## config.mk

```make
export PLATFORM = sky130hd
export DESIGN_NAME = control_multi
export DESIGN_NICKNAME = d
export VERILOG_FILES = /design/src/rtl/control_multi.sv
export SDC_FILE = /design/constraint.sdc
export NUM_CORES = 1
export LEC_CHECK = 0
export ABC_AREA = 1
export CORE_MARGIN = 5
export CORE_UTILIZATION = 46
export DETAILED_ROUTE_END_ITERATION = 6
export PLACE_DENSITY = 0.85
export RECOVER_POWER = 50
export SLEW_MARGIN = 20
export SYNTH_ARGS = -nofsm -noshare
export SYNTH_HDL_FRONTEND = slang
export SYNTH_SLANG_ARGS = --single-unit
export TNS_END_PERCENT = 30
```

## constraint.sdc

```tcl
create_clock -name clk -period 1.6 [get_ports clk]
set_input_delay 0.32 -clock clk [delete_from_list [all_inputs] [get_ports clk]]
set_output_delay 0.32 -clock clk [all_outputs]
set_load 0.005 [all_outputs]
```

## src/rtl/control_multi.sv

```systemverilog
// Multi-cycle instruction sequencer for a MIPS-style datapath.
// Walks each instruction through fetch, decode and execute phases and drives
// the datapath enables and mux selects. It stalls on memory and on the
// multiplier, and a watchdog on the multiply wait forces a sticky trap.
//
// state   | meaning
// --------+------------------------------------------------------------
// FETCH   | read instruction memory; PC+4 and IR load when mem_ready
// DECODE  | register read, branch-target add, opcode dispatch
// MEMADR  | base + offset address for LW/SW
// MEMRD   | data memory read, held until mem_ready
// MEMWB   | load data written to rt
// MEMWR   | data memory write, held until mem_ready
// EXEC    | R-type ALU operation
// RWB     | R-type result written to rd
// BRANCH  | BEQ compare and conditional PC update
// JUMP    | unconditional PC load from jump target
// ADDI_EX | ADDIU ALU operation with immediate
// ADDI_WB | ADDIU result written to rt
// JAL     | link register write plus jump
// MULT    | pulse MultStart, wait for mult_done with timeout
// TRAP    | illegal opcode or multiplier timeout, held until reset
module control_multi #(
    parameter int OPW          = 6,
    parameter bit ENABLE_MULTU = 1'b1,
    parameter int MULT_TIMEOUT = 64
) (
    input  logic           clk,
    input  logic           rst,
    input  logic [OPW-1:0] opcode,
    input  logic           mem_ready,
    input  logic           mult_done,
    output logic           PCWrite,
    output logic           PCWriteCond,
    output logic           IorD,
    output logic           MemRead,
    output logic           MemWrite,
    output logic           IRWrite,
    output logic           RegWrite,
    output logic           ALUSrcA,
    output logic           MultStart,
    output logic           Illegal,
    output logic [1:0]     RegDst,
    output logic [1:0]     MemtoReg,
    output logic [1:0]     ALUSrcB,
    output logic [1:0]     ALUOp,
    output logic [1:0]     PCSource,
    output logic [3:0]     state
);

    // Counter must be able to hold MULT_TIMEOUT itself.
    localparam int CW = $clog2(MULT_TIMEOUT + 1);

    // Last counter value seen in MULT before the watchdog fires; MULT is
    // therefore occupied for at most MULT_TIMEOUT cycles.
    localparam logic [CW-1:0] WAIT_LAST = CW'(MULT_TIMEOUT - 1);

    localparam logic [OPW-1:0] OP_RTYPE = OPW'(0);
    localparam logic [OPW-1:0] OP_J     = OPW'(2);
    localparam logic [OPW-1:0] OP_JAL   = OPW'(3);
    localparam logic [OPW-1:0] OP_BEQ   = OPW'(4);
    localparam logic [OPW-1:0] OP_ADDIU = OPW'(9);
    localparam logic [OPW-1:0] OP_MULTU = OPW'(25);
    localparam logic [OPW-1:0] OP_LW    = OPW'(35);
    localparam logic [OPW-1:0] OP_SW    = OPW'(43);

    typedef enum logic [3:0] {
        S_FETCH   = 4'd0,
        S_DECODE  = 4'd1,
        S_MEMADR  = 4'd2,
        S_MEMRD   = 4'd3,
        S_MEMWB   = 4'd4,
        S_MEMWR   = 4'd5,
        S_EXEC    = 4'd6,
        S_RWB     = 4'd7,
        S_BRANCH  = 4'd8,
        S_JUMP    = 4'd9,
        S_ADDI_EX = 4'd10,
        S_ADDI_WB = 4'd11,
        S_JAL     = 4'd12,
        S_MULT    = 4'd13,
        S_TRAP    = 4'd14
    } state_t;

    state_t          state_q, state_d;
    logic [CW-1:0]   wait_cnt_q, wait_cnt_d;

    // Raw decoded controls before reset gating.
    logic            pc_write_c, pc_write_cond_c, iord_c, mem_read_c;
    logic            mem_write_c, ir_write_c, reg_write_c, alu_src_a_c;
    logic            mult_start_c, illegal_c;
    logic [1:0]      reg_dst_c, memto_reg_c, alu_src_b_c, alu_op_c, pc_source_c;

    // Next-state and multiply wait counter.
    always_comb begin
        state_d    = state_q;
        wait_cnt_d = wait_cnt_q;
        case (state_q)
            S_FETCH: begin
                if (mem_ready) state_d = S_DECODE;
            end
            S_DECODE: begin
                if (opcode == OP_RTYPE) begin
                    state_d = S_EXEC;
                end else if ((opcode == OP_LW) || (opcode == OP_SW)) begin
                    state_d = S_MEMADR;
                end else if (opcode == OP_BEQ) begin
                    state_d = S_BRANCH;
                end else if (opcode == OP_ADDIU) begin
                    state_d = S_ADDI_EX;
                end else if (opcode == OP_J) begin
                    state_d = S_JUMP;
                end else if (opcode == OP_JAL) begin
                    state_d = S_JAL;
                end else if ((opcode == OP_MULTU) && ENABLE_MULTU) begin
                    state_d    = S_MULT;
                    wait_cnt_d = '0;
                end else begin
                    state_d = S_TRAP;
                end
            end
            S_MEMADR: begin
                state_d = (opcode == OP_LW) ? S_MEMRD : S_MEMWR;
            end
            S_MEMRD: begin
                if (mem_ready) state_d = S_MEMWB;
            end
            S_MEMWB:   state_d = S_FETCH;
            S_MEMWR: begin
                if (mem_ready) state_d = S_FETCH;
            end
            S_EXEC:    state_d = S_RWB;
            S_RWB:     state_d = S_FETCH;
            S_BRANCH:  state_d = S_FETCH;
            S_JUMP:    state_d = S_FETCH;
            S_ADDI_EX: state_d = S_ADDI_WB;
            S_ADDI_WB: state_d = S_FETCH;
            S_JAL:     state_d = S_FETCH;
            S_MULT: begin
                wait_cnt_d = wait_cnt_q + CW'(1);
                // A result arriving on the last allowed cycle still wins.
                if (mult_done) begin
                    state_d = S_FETCH;
                end else if (wait_cnt_q == WAIT_LAST) begin
                    state_d = S_TRAP;
                end
            end
            S_TRAP:    state_d = S_TRAP;
            default:   state_d = S_FETCH;
        endcase
    end

    // Datapath controls decoded from the registered state.
    always_comb begin
        pc_write_c      = 1'b0;
        pc_write_cond_c = 1'b0;
        iord_c          = 1'b0;
        mem_read_c      = 1'b0;
        mem_write_c     = 1'b0;
        ir_write_c      = 1'b0;
        reg_write_c     = 1'b0;
        alu_src_a_c     = 1'b0;
        mult_start_c    = 1'b0;
        illegal_c       = 1'b0;
        reg_dst_c       = 2'b00;
        memto_reg_c     = 2'b00;
        alu_src_b_c     = 2'b00;
        alu_op_c        = 2'b00;
        pc_source_c     = 2'b00;
        case (state_q)
            S_FETCH: begin
                mem_read_c  = 1'b1;
                alu_src_b_c = 2'b01;
                ir_write_c  = mem_ready;
                pc_write_c  = mem_ready;
            end
            S_DECODE: begin
                alu_src_b_c = 2'b11;
            end
            S_MEMADR: begin
                alu_src_a_c = 1'b1;
                alu_src_b_c = 2'b10;
            end
            S_MEMRD: begin
                mem_read_c = 1'b1;
                iord_c     = 1'b1;
            end
            S_MEMWB: begin
                memto_reg_c = 2'b01;
                reg_write_c = 1'b1;
            end
            S_MEMWR: begin
                iord_c      = 1'b1;
                mem_write_c = 1'b1;
            end
            S_EXEC: begin
                alu_src_a_c = 1'b1;
                alu_op_c    = 2'b10;
            end
            S_RWB: begin
                reg_dst_c   = 2'b01;
                reg_write_c = 1'b1;
            end
            S_BRANCH: begin
                alu_src_a_c     = 1'b1;
                alu_op_c        = 2'b01;
                pc_write_cond_c = 1'b1;
                pc_source_c     = 2'b01;
            end
            S_ADDI_EX: begin
                alu_src_a_c = 1'b1;
                alu_src_b_c = 2'b10;
            end
            S_ADDI_WB: begin
                reg_write_c = 1'b1;
            end
            S_JUMP: begin
                pc_write_c  = 1'b1;
                pc_source_c = 2'b10;
            end
            S_JAL: begin
                reg_dst_c   = 2'b10;
                memto_reg_c = 2'b10;
                reg_write_c = 1'b1;
                pc_write_c  = 1'b1;
                pc_source_c = 2'b10;
            end
            S_MULT: begin
                // Counter is cleared on entry, so zero marks the first cycle.
                mult_start_c = (wait_cnt_q == '0);
            end
            S_TRAP: begin
                illegal_c = 1'b1;
            end
            default: begin
            end
        endcase
    end

    // Gate every control with rst so nothing is driven while reset is low,
    // including the FETCH defaults that would otherwise appear immediately.
    assign PCWrite     = rst & pc_write_c;
    assign PCWriteCond = rst & pc_write_cond_c;
    assign IorD        = rst & iord_c;
    assign MemRead     = rst & mem_read_c;
    assign MemWrite    = rst & mem_write_c;
    assign IRWrite     = rst & ir_write_c;
    assign RegWrite    = rst & reg_write_c;
    assign ALUSrcA     = rst & alu_src_a_c;
    assign MultStart   = rst & mult_start_c;
    assign Illegal     = rst & illegal_c;
    assign RegDst      = {2{rst}} & reg_dst_c;
    assign MemtoReg    = {2{rst}} & memto_reg_c;
    assign ALUSrcB     = {2{rst}} & alu_src_b_c;
    assign ALUOp       = {2{rst}} & alu_op_c;
    assign PCSource    = {2{rst}} & pc_source_c;
    assign state       = state_q;

    // State and wait counter registers.
    always_ff @(posedge clk or negedge rst) begin
        if (!rst) begin
            state_q    <= S_FETCH;
            wait_cnt_q <= '0;
        end else begin
            state_q    <= state_d;
            wait_cnt_q <= wait_cnt_d;
        end
    end

endmodule

```

==> results.py <==
metrics = {
    "outcome": {
        "outcome": "finished, violations left",
        "violations": "negative setup slack",
    },
    "yosys": {
        "avgSynthCellArea_sq_um": 6.15,
        "synth-edff-count": 0,
        "syn_area_sq_um": 1050,
        "synth_top_area_share_pct": 26.2,
        "ys_dominant_reg_cell": "dfrtp_1",
        "synth_common_cells": "43 x nand2_1, 26 x nor2_1, 21 x inv_1",
        "ys_ff_latch": 11,
        "synth_top_cell_by_area": "dfrtp_1",
        "synth_cell_types": 29,
        "syn_nets": 183,
        "synthMostInstantiatedCell": "nand2_1",
        "ys_seq_area_share_pct": 26.2,
        "async_reset_ff_share_pct": 100,
        "synth.area.top_cells": "dfrtp_1 26%, nand2_1 15%, nor2_1 9.3%",
        "ys_warn_count": 0,
        "syn_inst": 171,
    },
    "global_routing": {
        "track_usage_pct": 28.7,
        "grt_max_degree": 9,
        "grt_pass1_vias": 1644,
        "antenna_found_initial": 0,
        "grt_overflow_total": 0,
        "grt_pass1_wl_um": 7490,
    },
    "clock_network": {
        "clk_latency_ns": 0.29,
        "path_clk_slew_ns": 0.09,
        "htree_num_levels": 1,
        "cts_hold_buffers": 0,
        "clock_sinks": 11,
        "cts_buffers": 3,
        "cts_tree": "yes",
        "clockBufferDepth": 2,
        "cts-root-buf": "clkbuf_4",
    },
    "routing": {
        "avgViaCountPerCell": 6.14,
        "wl_um": 6100,
        "drt-wirelength-per-cell_um": 21.2,
        "firstDrtPassIters": 7,
        "drcViolationCount": 0,
        "num_vias": 1769,
        "drt-initial-drc-count": 203,
        "ant_nets": 0,
    },
    "final_layout": {
        "syn_to_final_growth_pct": 90.1,
        "num_antenna_cells": 0,
        "fillers": 89,
        "final_cell_area_sq_um": 2000,
        "nets": 273,
        "drive_above_1_share_pct": 53.1,
        "finish.utilization_pct": 91.3,
    },
    "min_path": {
        "hold_path.class": "in -> async",
    },
    "floorplanning": {
        "initial_utilization_pct": 48.0,
        "die_h_um": 57.8,
        "fp.dieArea_sq_um": 3340,
        "die_w_um": 57.8,
        "coreArea_sq_um": 2190,
        "row_count": 17,
        "pin_count": 34,
    },
    "sta": {
        "setup_violations": 27,
        "fin_ws_ns": -0.362,
        "slew_viol_final": 0,
        "fin_crit_sh_pct": 123,
        "hold_violations": 0,
        "grt_setup_unrepaired": "true",
        "clock_skew_ns": 0.0174,
        "fin_crit_ns": 1.96,
        "timing.fmax_mhz": 510,
        "hold_ws_ns": 0.206,
        "slew_headroom_pct": 71.2,
        "max_slew.worst_pin.slew_ns": 0.431,
    },
    "worst_setup_path": {
        "startpoint": "state[2]$_DFFE_PN0P_",
        "required_ns": 1.28,
        "startpoint_type": "register",
        "crit_type": "reg -> out",
        "end_kind": "output port",
        "r2r_slack_ns": -0.20,
        "cp_max_fo": 5,
        "worst_ep_arrival_time_ns": 1.64,
        "regToRegStartpoint": "state[0]$_DFFE_PN0P_",
    },
    "power_and_ir_drop": {
        "power_density_nw_per_um2": 1460,
        "ir_worst_vdd_uv": 1120,
        "finalPower_uw": 2910,
        "p_leak_uw": 0.00106,
    },
    "placed_design": {
        "place.detailed.hpwl_um": 2950,
        "gp_congestion": 0.912,
        "dpl-instance-area_sq_um": 1720,
        "io_buffers": 33,
    },
    "flow_run": {
        "drv_cap": 0,
    },
}
==> registers in the layout, indices dropped and copies added, names as in the netlist <==
signal,cells
wait_cnt_q,7
state,4
==> final timing paths <==
path | to | cells after the start
worst max-delay path | PCWrite | 6
worst min-delay path | state[1]$_DFFE_PN0P_ | 2
worst max register to register | state[2]$_DFFE_PN0P_ | 11
worst min register to register | wait_cnt_q[0]$_DFFE_PN0P_ | 2
max in group asynchronous | state[3]$_DFFE_PN0P_ | 2
min in group clk | wait_cnt_q[0]$_DFFE_PN0P_ | 2
==> critical path, cell delays in order (launching register included) <==
cell,delay [ns]
dfrtp_2,0.49
buf_6,0.15
nor2_4,0.15
buf_4,0.17
a21boi_4,0.07
a21oi_2,0.18
buf_2,0.14
==> what timing repair did <==
action | 4_1_cts | 5_1_grt
gates cloned | 0 | 0
endpoints found under the setup margin | 24 | 26
pin swaps | 11 | 11
gates resized for setup | 113 | 33
buffers inserted | 11 | 1
==> cells in the final DEF (no fill, tap or decap), types with 5 or more instances in the layout <==
| cell | Yosys | layout |
|---|---|---|
| clkdlybuf4s15_2 | 0 | 5 |
| buf_6 | 0 | 9 |
| nand2_2 | 3 | 8 |
| nor2_1 | 26 | 15 |
| o21ai_2 | 6 | 5 |
| inv_1 | 21 | 17 |
| nand3_1 | 17 | 16 |
| inv_2 | 6 | 9 |
| nand2_1 | 43 | 34 |
| nor2_2 | 3 | 6 |
| nor2_4 | 1 | 9 |
| buf_4 | 3 | 46 |
| clkdlybuf4s50_1 | 0 | 10 |
| a21oi_2 | 0 | 5 |
| buf_2 | 1 | 15 |
| dfrtp_1 | 11 | 9 |
==> routing by layer <==
| metal | up-vias | global-route usage, % | wire length [um] |
|---|---|---|---|
| met5 | - | 0 | 0 |
| met4 | 0 | 11.6 | 526 |
| met3 | 72 | 6.68 | 635 |
| met2 | 169 | 50.2 | 2950 |
| met1 | 808 | 33.7 | 1990 |
| li1 | 720 | - | - |
==> power by group <==
part	internal [uW]	total [uW]	leakage [uW]	switching, uW
clock network	97.1	208	0.0000150	111
registers	350	446	0.000144	96.6
logic	1030	2260	0.000905	1230
total	1470	2910	0.00106	1440
==> final cells by class <==
class / instances / area, sq um / share of cell area, %
flip-flops and latches: 11 / 278 / 13.9
multi-input cells: 127 / 841 / 42.0
inverters: 28 / 110 / 5.50
well taps: 28 / 35.0 / 1.75
repair buffers: 90 / 711 / 35.5
clock buffers: 4 / 26.3 / 1.31
==> cells by family (layout without fill, tap and decap cells) <==
family                     count (synthesis)  count (layout)  share of synthesized area [%]
AOI/OAI and AO/OA                         20              20                           12.5
xor gates and xnor gates                   1               1                          0.832
adders and majority gates                  2               2                           2.38
buffers and inverters                     33             122                           13.2
DFF                                       11              11                           26.2
and+or+nand+nor                          104             104                           44.9
==> per-stage QoR <==
step / setup TNS [ns] / worst slack, ns / instances
after global placement: -9.17 / -0.490 / 272
after floorplan: 0 / 0.204 / 171
after detailed placement: -9.99 / -0.527 / 272
after CTS: -2.31 / -0.159 / 287
after global routing: -6.63 / -0.376 / 288
final: -5.27 / -0.362 / 288
Note: power is estimated with default switching activity, not from simulation.
